$ cat src/rtl/ahb_bus_arbiter_pkg.sv
// Shared types for the AHB-Lite instruction/data bus merge: data-phase owner,
// transfer-type encodings and the captured address-phase payload.
package p_hardisc;

  typedef enum logic [1:0] {OWN_NONE, OWN_I, OWN_D} ahb_owner_t;

  localparam logic [1:0] HTRANS_IDLE   = 2'b00;
  localparam logic [1:0] HTRANS_NONSEQ = 2'b10;

  typedef struct packed {
    logic [31:0] addr;
    logic [2:0]  size;
    logic        write;
    logic [5:0]  parity;
  } ahb_aphase_t;

endpackage

$ cat src/rtl/ahb_bus_arbiter_pend.sv
// One-deep holding slot for an address phase that lost arbitration or arrived
// during downstream wait states; the captured transfer stays until granted.
module ahb_pend_slot
  import p_hardisc::*;
(
  input  logic        clk,
  input  logic        rst_n,
  input  logic        capture_i,
  input  logic        clear_i,
  input  ahb_aphase_t aphase_i,
  output logic        valid_o,
  output ahb_aphase_t aphase_o
);

  logic        valid_d, valid_q;
  ahb_aphase_t aphase_q;

  always_comb begin
    valid_d = valid_q;
    if (clear_i)        valid_d = 1'b0;
    else if (capture_i) valid_d = 1'b1;
  end

  // NOTE: sequential state uses non-blocking assignments so every register samples pre-edge values.
  always_ff @(posedge clk or negedge rst_n) begin
    if (!rst_n) valid_q <= 1'b0;
    else        valid_q <= valid_d;
  end

  // NOTE: the payload is deliberately left without reset; it is only ever observed while valid_q is set.
  always_ff @(posedge clk) begin
    if (capture_i) aphase_q <= aphase_i;
  end

  assign valid_o  = valid_q;
  assign aphase_o = aphase_q;

endmodule

$ cat src/rtl/ahb_bus_arbiter.sv
// Two-to-one AHB-Lite arbiter merging the instruction and load/store masters onto
// one master port; the losing address phase is parked and its master stalled.
module ahb_bus_arbiter
  import p_hardisc::*;
#(
  parameter bit RR_ARB = 1'b1
) (
  input  logic        s_clk_i,
  input  logic        s_resetn_i,

  input  logic [31:0] s_i_haddr_i,
  input  logic [1:0]  s_i_htrans_i,
  input  logic [2:0]  s_i_hsize_i,
  input  logic        s_i_hwrite_i,
  input  logic [5:0]  s_i_hparity_i,

  input  logic [31:0] s_d_haddr_i,
  input  logic [1:0]  s_d_htrans_i,
  input  logic [2:0]  s_d_hsize_i,
  input  logic        s_d_hwrite_i,
  input  logic [5:0]  s_d_hparity_i,
  input  logic [31:0] s_d_hwdata_i,
  input  logic [6:0]  s_d_hwchecksum_i,

  output logic        s_i_hready_o,
  output logic        s_i_hresp_o,
  output logic        s_d_hready_o,
  output logic        s_d_hresp_o,
  output logic [31:0] s_hrdata_o,
  output logic [6:0]  s_hrchecksum_o,

  output logic [31:0] s_haddr_o,
  output logic [1:0]  s_htrans_o,
  output logic [2:0]  s_hsize_o,
  output logic        s_hwrite_o,
  output logic [5:0]  s_hparity_o,
  output logic [31:0] s_hwdata_o,
  output logic [6:0]  s_hwchecksum_o,

  input  logic [31:0] s_hrdata_i,
  input  logic [6:0]  s_hrchecksum_i,
  input  logic        s_hready_i,
  input  logic        s_hresp_i
);

  ahb_aphase_t i_live, d_live, i_slot, d_slot, i_sel, d_sel, gnt_sel;
  ahb_aphase_t hold_d, hold_q;
  ahb_owner_t  owner_d, owner_q, last_d, last_q;
  logic        i_valid, d_valid;
  logic        i_rdy, d_rdy;
  logic        i_fresh, d_fresh, i_req, d_req;
  logic        gnt_i, gnt_d;

  // Only htrans[1] matters: SEQ folds into NONSEQ and BUSY into IDLE.
  logic unused_htrans;
  assign unused_htrans = s_i_htrans_i[0] ^ s_d_htrans_i[0];

  assign i_live = '{addr: s_i_haddr_i, size: s_i_hsize_i, write: s_i_hwrite_i, parity: s_i_hparity_i};
  assign d_live = '{addr: s_d_haddr_i, size: s_d_hsize_i, write: s_d_hwrite_i, parity: s_d_hparity_i};

  // NOTE: every combinational output gets a default first so no latch can be inferred.
  always_comb begin
    i_rdy = 1'b1;
    if (i_valid)                i_rdy = 1'b0;
    else if (owner_q == OWN_I)  i_rdy = s_hready_i;
    d_rdy = 1'b1;
    if (d_valid)                d_rdy = 1'b0;
    else if (owner_q == OWN_D)  d_rdy = s_hready_i;

    i_fresh = s_i_htrans_i[1] & i_rdy;
    d_fresh = s_d_htrans_i[1] & d_rdy;
    i_req   = i_fresh | i_valid;
    d_req   = d_fresh | d_valid;

    gnt_i = 1'b0;
    gnt_d = 1'b0;
    if (s_hready_i) begin
      if (i_req && d_req) begin
        if (RR_ARB && (last_q == OWN_D)) gnt_i = 1'b1;
        else                             gnt_d = 1'b1;
      end else begin
        gnt_i = i_req;
        gnt_d = d_req;
      end
    end

    i_sel   = i_valid ? i_slot : i_live;
    d_sel   = d_valid ? d_slot : d_live;
    gnt_sel = gnt_d ? d_sel : i_sel;

    owner_d = owner_q;
    last_d  = last_q;
    hold_d  = hold_q;
    if (s_hready_i) begin
      owner_d = gnt_d ? OWN_D : (gnt_i ? OWN_I : OWN_NONE);
      if (gnt_i || gnt_d) begin
        last_d = gnt_d ? OWN_D : OWN_I;
        hold_d = gnt_sel;
      end
    end
  end

  ahb_pend_slot u_slot_i (
    .clk       (s_clk_i),
    .rst_n     (s_resetn_i),
    .capture_i (i_fresh & ~gnt_i),
    .clear_i   (gnt_i & i_valid),
    .aphase_i  (i_live),
    .valid_o   (i_valid),
    .aphase_o  (i_slot)
  );

  ahb_pend_slot u_slot_d (
    .clk       (s_clk_i),
    .rst_n     (s_resetn_i),
    .capture_i (d_fresh & ~gnt_d),
    .clear_i   (gnt_d & d_valid),
    .aphase_i  (d_live),
    .valid_o   (d_valid),
    .aphase_o  (d_slot)
  );

  always_ff @(posedge s_clk_i or negedge s_resetn_i) begin
    if (!s_resetn_i) begin
      owner_q <= OWN_NONE;
      last_q  <= OWN_I;
      hold_q  <= '0;
    end else begin
      owner_q <= owner_d;
      last_q  <= last_d;
      hold_q  <= hold_d;
    end
  end

  // Address fields park on the last issued transfer whenever nothing is granted.
  always_comb begin
    if (gnt_i || gnt_d) begin
      s_htrans_o  = HTRANS_NONSEQ;
      s_haddr_o   = gnt_sel.addr;
      s_hsize_o   = gnt_sel.size;
      s_hwrite_o  = gnt_sel.write;
      s_hparity_o = gnt_sel.parity;
    end else begin
      s_htrans_o  = HTRANS_IDLE;
      s_haddr_o   = hold_q.addr;
      s_hsize_o   = hold_q.size;
      s_hwrite_o  = hold_q.write;
      s_hparity_o = hold_q.parity;
    end
  end

  assign s_hwdata_o     = (owner_q == OWN_D) ? s_d_hwdata_i     : '0;
  assign s_hwchecksum_o = (owner_q == OWN_D) ? s_d_hwchecksum_i : '0;

  assign s_i_hready_o   = i_rdy;
  assign s_d_hready_o   = d_rdy;
  assign s_i_hresp_o    = (owner_q == OWN_I) ? s_hresp_i : 1'b0;
  assign s_d_hresp_o    = (owner_q == OWN_D) ? s_hresp_i : 1'b0;
  assign s_hrdata_o     = s_hrdata_i;
  assign s_hrchecksum_o = s_hrchecksum_i;

endmodule

$ cat config.mk
export PLATFORM = sky130hd
export DESIGN_NAME = ahb_bus_arbiter
export DESIGN_NICKNAME = d
export VERILOG_FILES = /design/src/rtl/ahb_bus_arbiter_pkg.sv /design/src/rtl/ahb_bus_arbiter_pend.sv /design/src/rtl/ahb_bus_arbiter.sv
export SDC_FILE = /design/constraint.sdc
export NUM_CORES = 1
export LEC_CHECK = 0
export CAP_MARGIN = 10
export CORE_ASPECT_RATIO = 2
export CORE_UTILIZATION = 42
export CTS_CLUSTER_SIZE = 28
export DETAILED_ROUTE_END_ITERATION = 8
export MAX_ROUTING_LAYER = met4
export PLACE_DENSITY = 0.81
export SLEW_MARGIN = 10
export SYNTH_ARGS = -nofsm -noshare
export SYNTH_HDL_FRONTEND = slang
export SYNTH_SLANG_ARGS = --single-unit
$ cat constraint.sdc
create_clock -name s_clk_i -period 2.7 [get_ports s_clk_i]
set_input_delay 0.54 -clock s_clk_i [delete_from_list [all_inputs] [get_ports s_clk_i]]
set_output_delay 0.54 -clock s_clk_i [all_outputs]
set_load 0.02 [all_outputs]
## Word-level counts from Yosys, hierarchy flattened

Index checks and enable logic that the tools add are counted.
W data, S select, Z words.

| word-level totals | value |
|---|---|
| flip-flop bits (word level) | 132 |
| output and inout bits | 126 |
| logic and storage cells | 63 |

| cells by class | value |
|---|---|
| equal/unequal tests | 3 |
| multiplexer cells | 29 |
| bitwise logic cells | 10 |
| reduce and logical (&&, ||, !) cells | 5 |

Operators with widths:

| cell | count |
|---|---|
| $mux W42 | 3 |
| $mux W32 | 2 |
| $mux W1 | 18 |
| $mux W7 | 1 |
| $and A1 B1 Y1 | 6 |
| $mux W2 | 3 |
| $mux W6 | 1 |
| $eq A2 B2 Y1 const B | 2 |
| $reduce_bool A2 Y1 | 2 |
| $mux W3 | 1 |
| $eq A2 B1 Y1 const B | 1 |
| $not A1 Y1 | 2 |
| $or A1 B1 Y1 | 2 |
| $reduce_and A2 Y1 | 1 |
| $logic_and A1 B1 Y1 | 1 |
| $logic_or A1 B1 Y1 | 1 |

## Depth between registers and ports, before layout

| logic depth | value |
|---|---|
| depth in word-level cells | 12 |
| depth in mapped cells | 5 |
| mapped depth without buffers | 3 |

## Hierarchy

From an unflattened synthesis, not the netlist that was laid out.

| second synthesis, totals | value |
|---|---|
| cell total of the unflattened synthesis | 487 |
| area, all modules | 6398.6 µm² |

By module, submodules not included:

| module | instances | cells an instance | area an instance (µm²) | sequential area each (µm²) |
|---|---|---|---|---|
| ahb_bus_arbiter | 1 | 399 | 3806.2 | 1152.4 |
| ahb_pend_slot | 2 | 44 | 1296.2 | 1286.2 |

## Least setup slack after synthesis

Ideal clock, no wire load.

| timing | value |
|---|---|
| path kind | input -> register |
| start point | in s_hready_i |
| end point | reg u_slot_d.aphase_q (netlist bit u_slot_d.aphase_o[0]) (enable) |
| arrival time | 2.315 ns |
| required time | 2.296 ns |
| slack | -0.019 ns |
| stages on the path | 4 |
| path buffers | 1 |
| cells stage by stage | buf_2 inv_1 a21oi_1 and3_1 |

| between the ends | value |
|---|---|
| cells in the longest elaborated chain, start to end | 9 |

Ends and longest elaborated chain:

| what | line | RTL |
|---|---|---|
| from (decl) | ahb_bus_arbiter.sv:42 | `input logic s_hready_i,` |
| $mux W1 * | ahb_bus_arbiter.sv:68 | `else if (owner_q == OWN_D) d_rdy = s_hready_i;` |
| $mux W1 * | ahb_bus_arbiter.sv:67 | `if (d_valid) d_rdy = 1'b0;` |
| named net s_d_hready_o | ahb_bus_arbiter.sv:27 | `output logic s_d_hready_o,` |
| $and A1 B1 Y1 * | ahb_bus_arbiter.sv:71 | `d_fresh = s_d_htrans_i[1] & d_rdy;` |
| $or A1 B1 Y1 | ahb_bus_arbiter.sv:73 | `d_req = d_fresh \| d_valid;` |
| $logic_and A1 B1 Y1 | ahb_bus_arbiter.sv:78 | `if (i_req && d_req) begin` |
| $mux W1 | ahb_bus_arbiter.sv:78 |  |
| $mux W1 | ahb_bus_arbiter.sv:77 | `if (s_hready_i) begin` |
| $not A1 Y1 | ahb_bus_arbiter.sv:116 | `.capture_i (d_fresh & ~gnt_d),` |
| $and A1 B1 Y1 * | ahb_bus_arbiter.sv:116 |  |
| named net u_slot_d.capture_i | ahb_bus_arbiter_pend.sv:8 | `input logic capture_i,` |
| to (signal assigned) | ahb_bus_arbiter_pend.sv:32 | `if (capture_i) aphase_q <= aphase_i;` |
| to (decl) | ahb_bus_arbiter_pend.sv:16 | `ahb_aphase_t aphase_q;` |

The timed path passes the listed nets; every way through them passes the cells marked *.
A chain may end at the register's enable or synchronous reset.

## Final worst setup path

| timing | value |
|---|---|
| start point | in s_hready_i |
| end point | out s_haddr_o[19] |

| between the ends | value |
|---|---|
| cells in the longest elaborated chain, start to end | 9 |

Ends and longest elaborated chain:

| what | line | RTL |
|---|---|---|
| $mux W1 (on tied branches) | ahb_bus_arbiter.sv:65, ahb_bus_arbiter.sv:68 |  |
| $mux W1 (on tied branches) | ahb_bus_arbiter.sv:64, ahb_bus_arbiter.sv:67 |  |
| $and A1 B1 Y1 (on tied branches) | ahb_bus_arbiter.sv:70, ahb_bus_arbiter.sv:71 |  |
| $or A1 B1 Y1 (on tied branches) | ahb_bus_arbiter.sv:72, ahb_bus_arbiter.sv:73 |  |
| $logic_and A1 B1 Y1 | ahb_bus_arbiter.sv:78 |  |
| $mux W1 | ahb_bus_arbiter.sv:78 |  |
| $mux W1 | ahb_bus_arbiter.sv:77 |  |
| $mux W42 or $logic_or A1 B1 Y1 (tied branches) | ahb_bus_arbiter.sv:89, ahb_bus_arbiter.sv:137 |  |
| $mux W32 * | ahb_bus_arbiter.sv:137 | `if (gnt_i \|\| gnt_d) begin` |
| to (decl) | ahb_bus_arbiter.sv:32 | `output logic [31:0] s_haddr_o,` |

Every way passes the cells marked *; elsewhere a longest branch is shown, timed or not.

==> results.md <==
- Synth Area in Compound Gates: 0.131
- Main combinational cell family by area after synthesis: compound AO/OA/AOI/OAI gates
- Final setup fails: 0
- Die footprint: between 15000 and 20000 sq um
- Startpoint types: input pin
- DR WL/cell: 25.4 um
- Max Root-Sink Buffers: 2
- First-pass GRT wire length: around 33000 um
- TritonCTS buffer count: 17
- #FFs+latches synth: ~130
- Asr flop ratio synth: 0.364
- Final GP Congestion: 0.869
- RSZ-0062 raised after global routing: yes
- Proportion of synthesized area in mux cells: 0.129
- Clk pin slew, worst setup/hold paths: roughly 0.060 ns
- Number of vias per cell: 5.90
- Vias: 5280
- Worst slack at placement: -0.553 ns
- Top cells by area, synth: edfxtp_1, dfrtp_1, mux2i_1
- Final nets: ~850
- CTS tree: done
- Kind of critical path: input pin to output port
- Clock skew: 0.00628 ns
- Die Y: between 150 and 200 um
- Top FF cell, synth: edfxtp_1
- Synth Cell Area: between 6000 and 7000 sq um
- Largest net degree at the start of global routing: 46
- YS warnings: 0
- Clk Tree Root Cell: clkbuf_16
- End-of-flow core utilization: 0.628
- Least-Margin Pin Slew: 0.595 ns
- Final Max Tran Viols: 0
- Synth Area in XOR/XNOR: 0
- R2R cell count: 5
- Initial Utilization: 0.428
- Simple-gate area share of the yosys netlist: 0.0871
- CP max stage delay: ~0.48 ns
- Worst Path Arrival: 2.13 ns
- PD cells: 1070 nW/um^2
- Die Wd: 90.1 um
- Sink Count: 132
- CP Buf/Inv Count: 5
- Crit-path slowest cell: clkdlybuf4s50_1
- WP depth: 7
- Remaining DRCs: 0
- Synth area leader: edfxtp_1
- Fraction of final layout cells sized beyond drive strength 1: 0.252
- DPL Wire Length: 16100 um
- # fillers: 1204
- Crit path time final: 2.67 ns
- All-Layer GR Usage: 0.292
- CP delay by family, top: buffers and inverters
- Commonest non-fill, non-tap cells in the layout: clkdlybuf4s50_1, edfxtp_1, mux2i_1
- Overall routed net length: 22700 um
- Final WS setup: around 0.033 ns
- Max capacitance violation total: 0
- Cell Rows: 64
- PortBufs: 214
- Fin crit share: 0.988
- Io pins: roughly 300
- DP Cell Count: 853
- EDFF count, synth: between 80 and 90
- Pleak: 4.13 nW
- DR pass1 iterations: 5
- Aggregate global routing overflow: 0
- WP data required: 2.16 ns
- Routed Antenna Nets: 0
- Fmax: 375 MHz
- CTS H-tree lvls: 4
- Post-Syn Area per Cell: 13.3 sq um
- Most common cell after layout, fill and taps aside: clkdlybuf4s50_1
- Status: complete, no violations
- Top-area cell type share of the netlist area: 0.387
- Final Hold Vio Count: 0
- Cells after synthesis: 489
- Synth-to-layout area growth: 46.5%
- CP max FO: 27
- Clock latency on the worst-skew pair: between 0.4 and 0.5 ns
- Fin cells: roughly 900
- Number of global-route vias before repair: 5624
- Critical Path End Type: output port
- VDD IR-drop max: 0.699 mV
- Initial antenna violation count: 1
- Synth Area in Adders: 0
- Core area: 15200 sq um
- Starting DRT DRC Count: 310
- Total Power: 10.2 mW
- Post-synthesis sequential area ratio: 0.571
- Distinct cells, synth: 29
- Mapped Nets: between 600 and 700
- Hold crit path type: input pin to asynchronous set/reset pin
- Relative slew margins: 0.603
- Critical-path cell list: clkdlybuf4s50_1 > buf_6 > buf_4 > o221ai_4 > buf_12 > o221ai_1 > buf_2
- Fin Setup TNS: 0 ns
[cells in the mapped netlist (3+ instances only)]
library cell  instances
buf_4                42
buf_6                 5
clkbuf_1             13
and2_1               40
buf_2                17
mux2i_1              84
dfrtp_1              47
o221ai_1             84
and3_1                3
edfxtp_1             84
nand2_2              39
nor2b_1               3
nand2_1               3
nor2_1                3
inv_1                 4
[timing repair]
item                                    4_1_cts  5_1_grt
buffers inserted                              5        0
pin swaps                                     1        0
hold buffers                                  0        0
gates cloned                                  3        0
gates resized for setup                     239       37
endpoints found under the setup margin       45       40
[path summary, 6_finish.rpt]
path                                         startpoint                             end  slack, ns
hold / removal                               s_resetn_i          hold_q[31]$_DFFE_PN0P_       0.12
hold reg to reg                   last_q[0]$_DFFE_PN1P_           last_q[0]$_DFFE_PN1P_       0.48
setup / recovery                             s_hready_i                   s_haddr_o[19]       0.03
max in group asynchronous                    s_resetn_i           last_q[0]$_DFFE_PN1P_       1.93
setup reg to reg           u_slot_d.valid_o$_DFFE_PN0P_  u_slot_d.aphase_o[3]$_DFFE_PP_       0.78
min in group s_clk_i              last_q[0]$_DFFE_PN1P_           last_q[0]$_DFFE_PN1P_       0.48
[logic make-up (layout without fill, tap and decap cells)]
kind of cell           after synthesis  after routing
flip-flops                         132            132
AO/OA/AOI/OAI                       97             97
buffers and inverters               82            288
AND/OR/NAND/NOR                     93             93
multiplexers                        84             84
other                                1              3
[worst register-to-register path, stage by stage, from the launching register on]
cell and delay, ns:
dfrtp_2 0.45, buf_4 0.18, buf_4 0.23, a21oi_1 0.22, and3_2 0.25, buf_4 0.28
[area by class of cell]
cell class,instances,area (sq um),share of cell area
inverter,5,18.8,0.00197
clock inverter,13,194,0.0203
multi-input combinational,275,2370,0.248
tap,198,248,0.0259
timing repair buffer,251,2530,0.265
sequential,132,3730,0.390
clock buffer,19,453,0.0474
antenna,2,5.00,0.000524
[through the flow]
stage / area [sq um] / hold slack [ns]
after floorplan: 6520 / 0.244
final: 9550 / 0.121
after detailed placement: 8770 / 0.470
after global placement: 8770 / 0.453
after global routing: 9550 / 0.152
after CTS: 9440 / 0.134
[state kept, by name (all words and copies together) (netlist names)]
register	flops
hold_q	42
u_slot_d.aphase_o	42
u_slot_i.aphase_o	42
last_q	2
owner_q	2
u_slot_d.valid_o	1
u_slot_i.valid_o	1
[power breakdown]
group / internal (mW) / switching, mW
clock network: 1.61 / 0.908
logic: 1.94 / 2.71
registers: 2.77 / 0.251
[per-layer routing]
| layer | up-vias | routed length (um) | global-route usage |
|---|---|---|---|
| met5 | - | 0 | - |
| met4 | 0 | 1200 | 0.157 |
| met3 | 94 | 2230 | 0.0972 |
| met2 | 305 | 11800 | 0.504 |
| met1 | 2623 | 7540 | 0.291 |
| li1 | 2258 | - | - |
No activity file was read; power rests on OpenSTA's default activity.
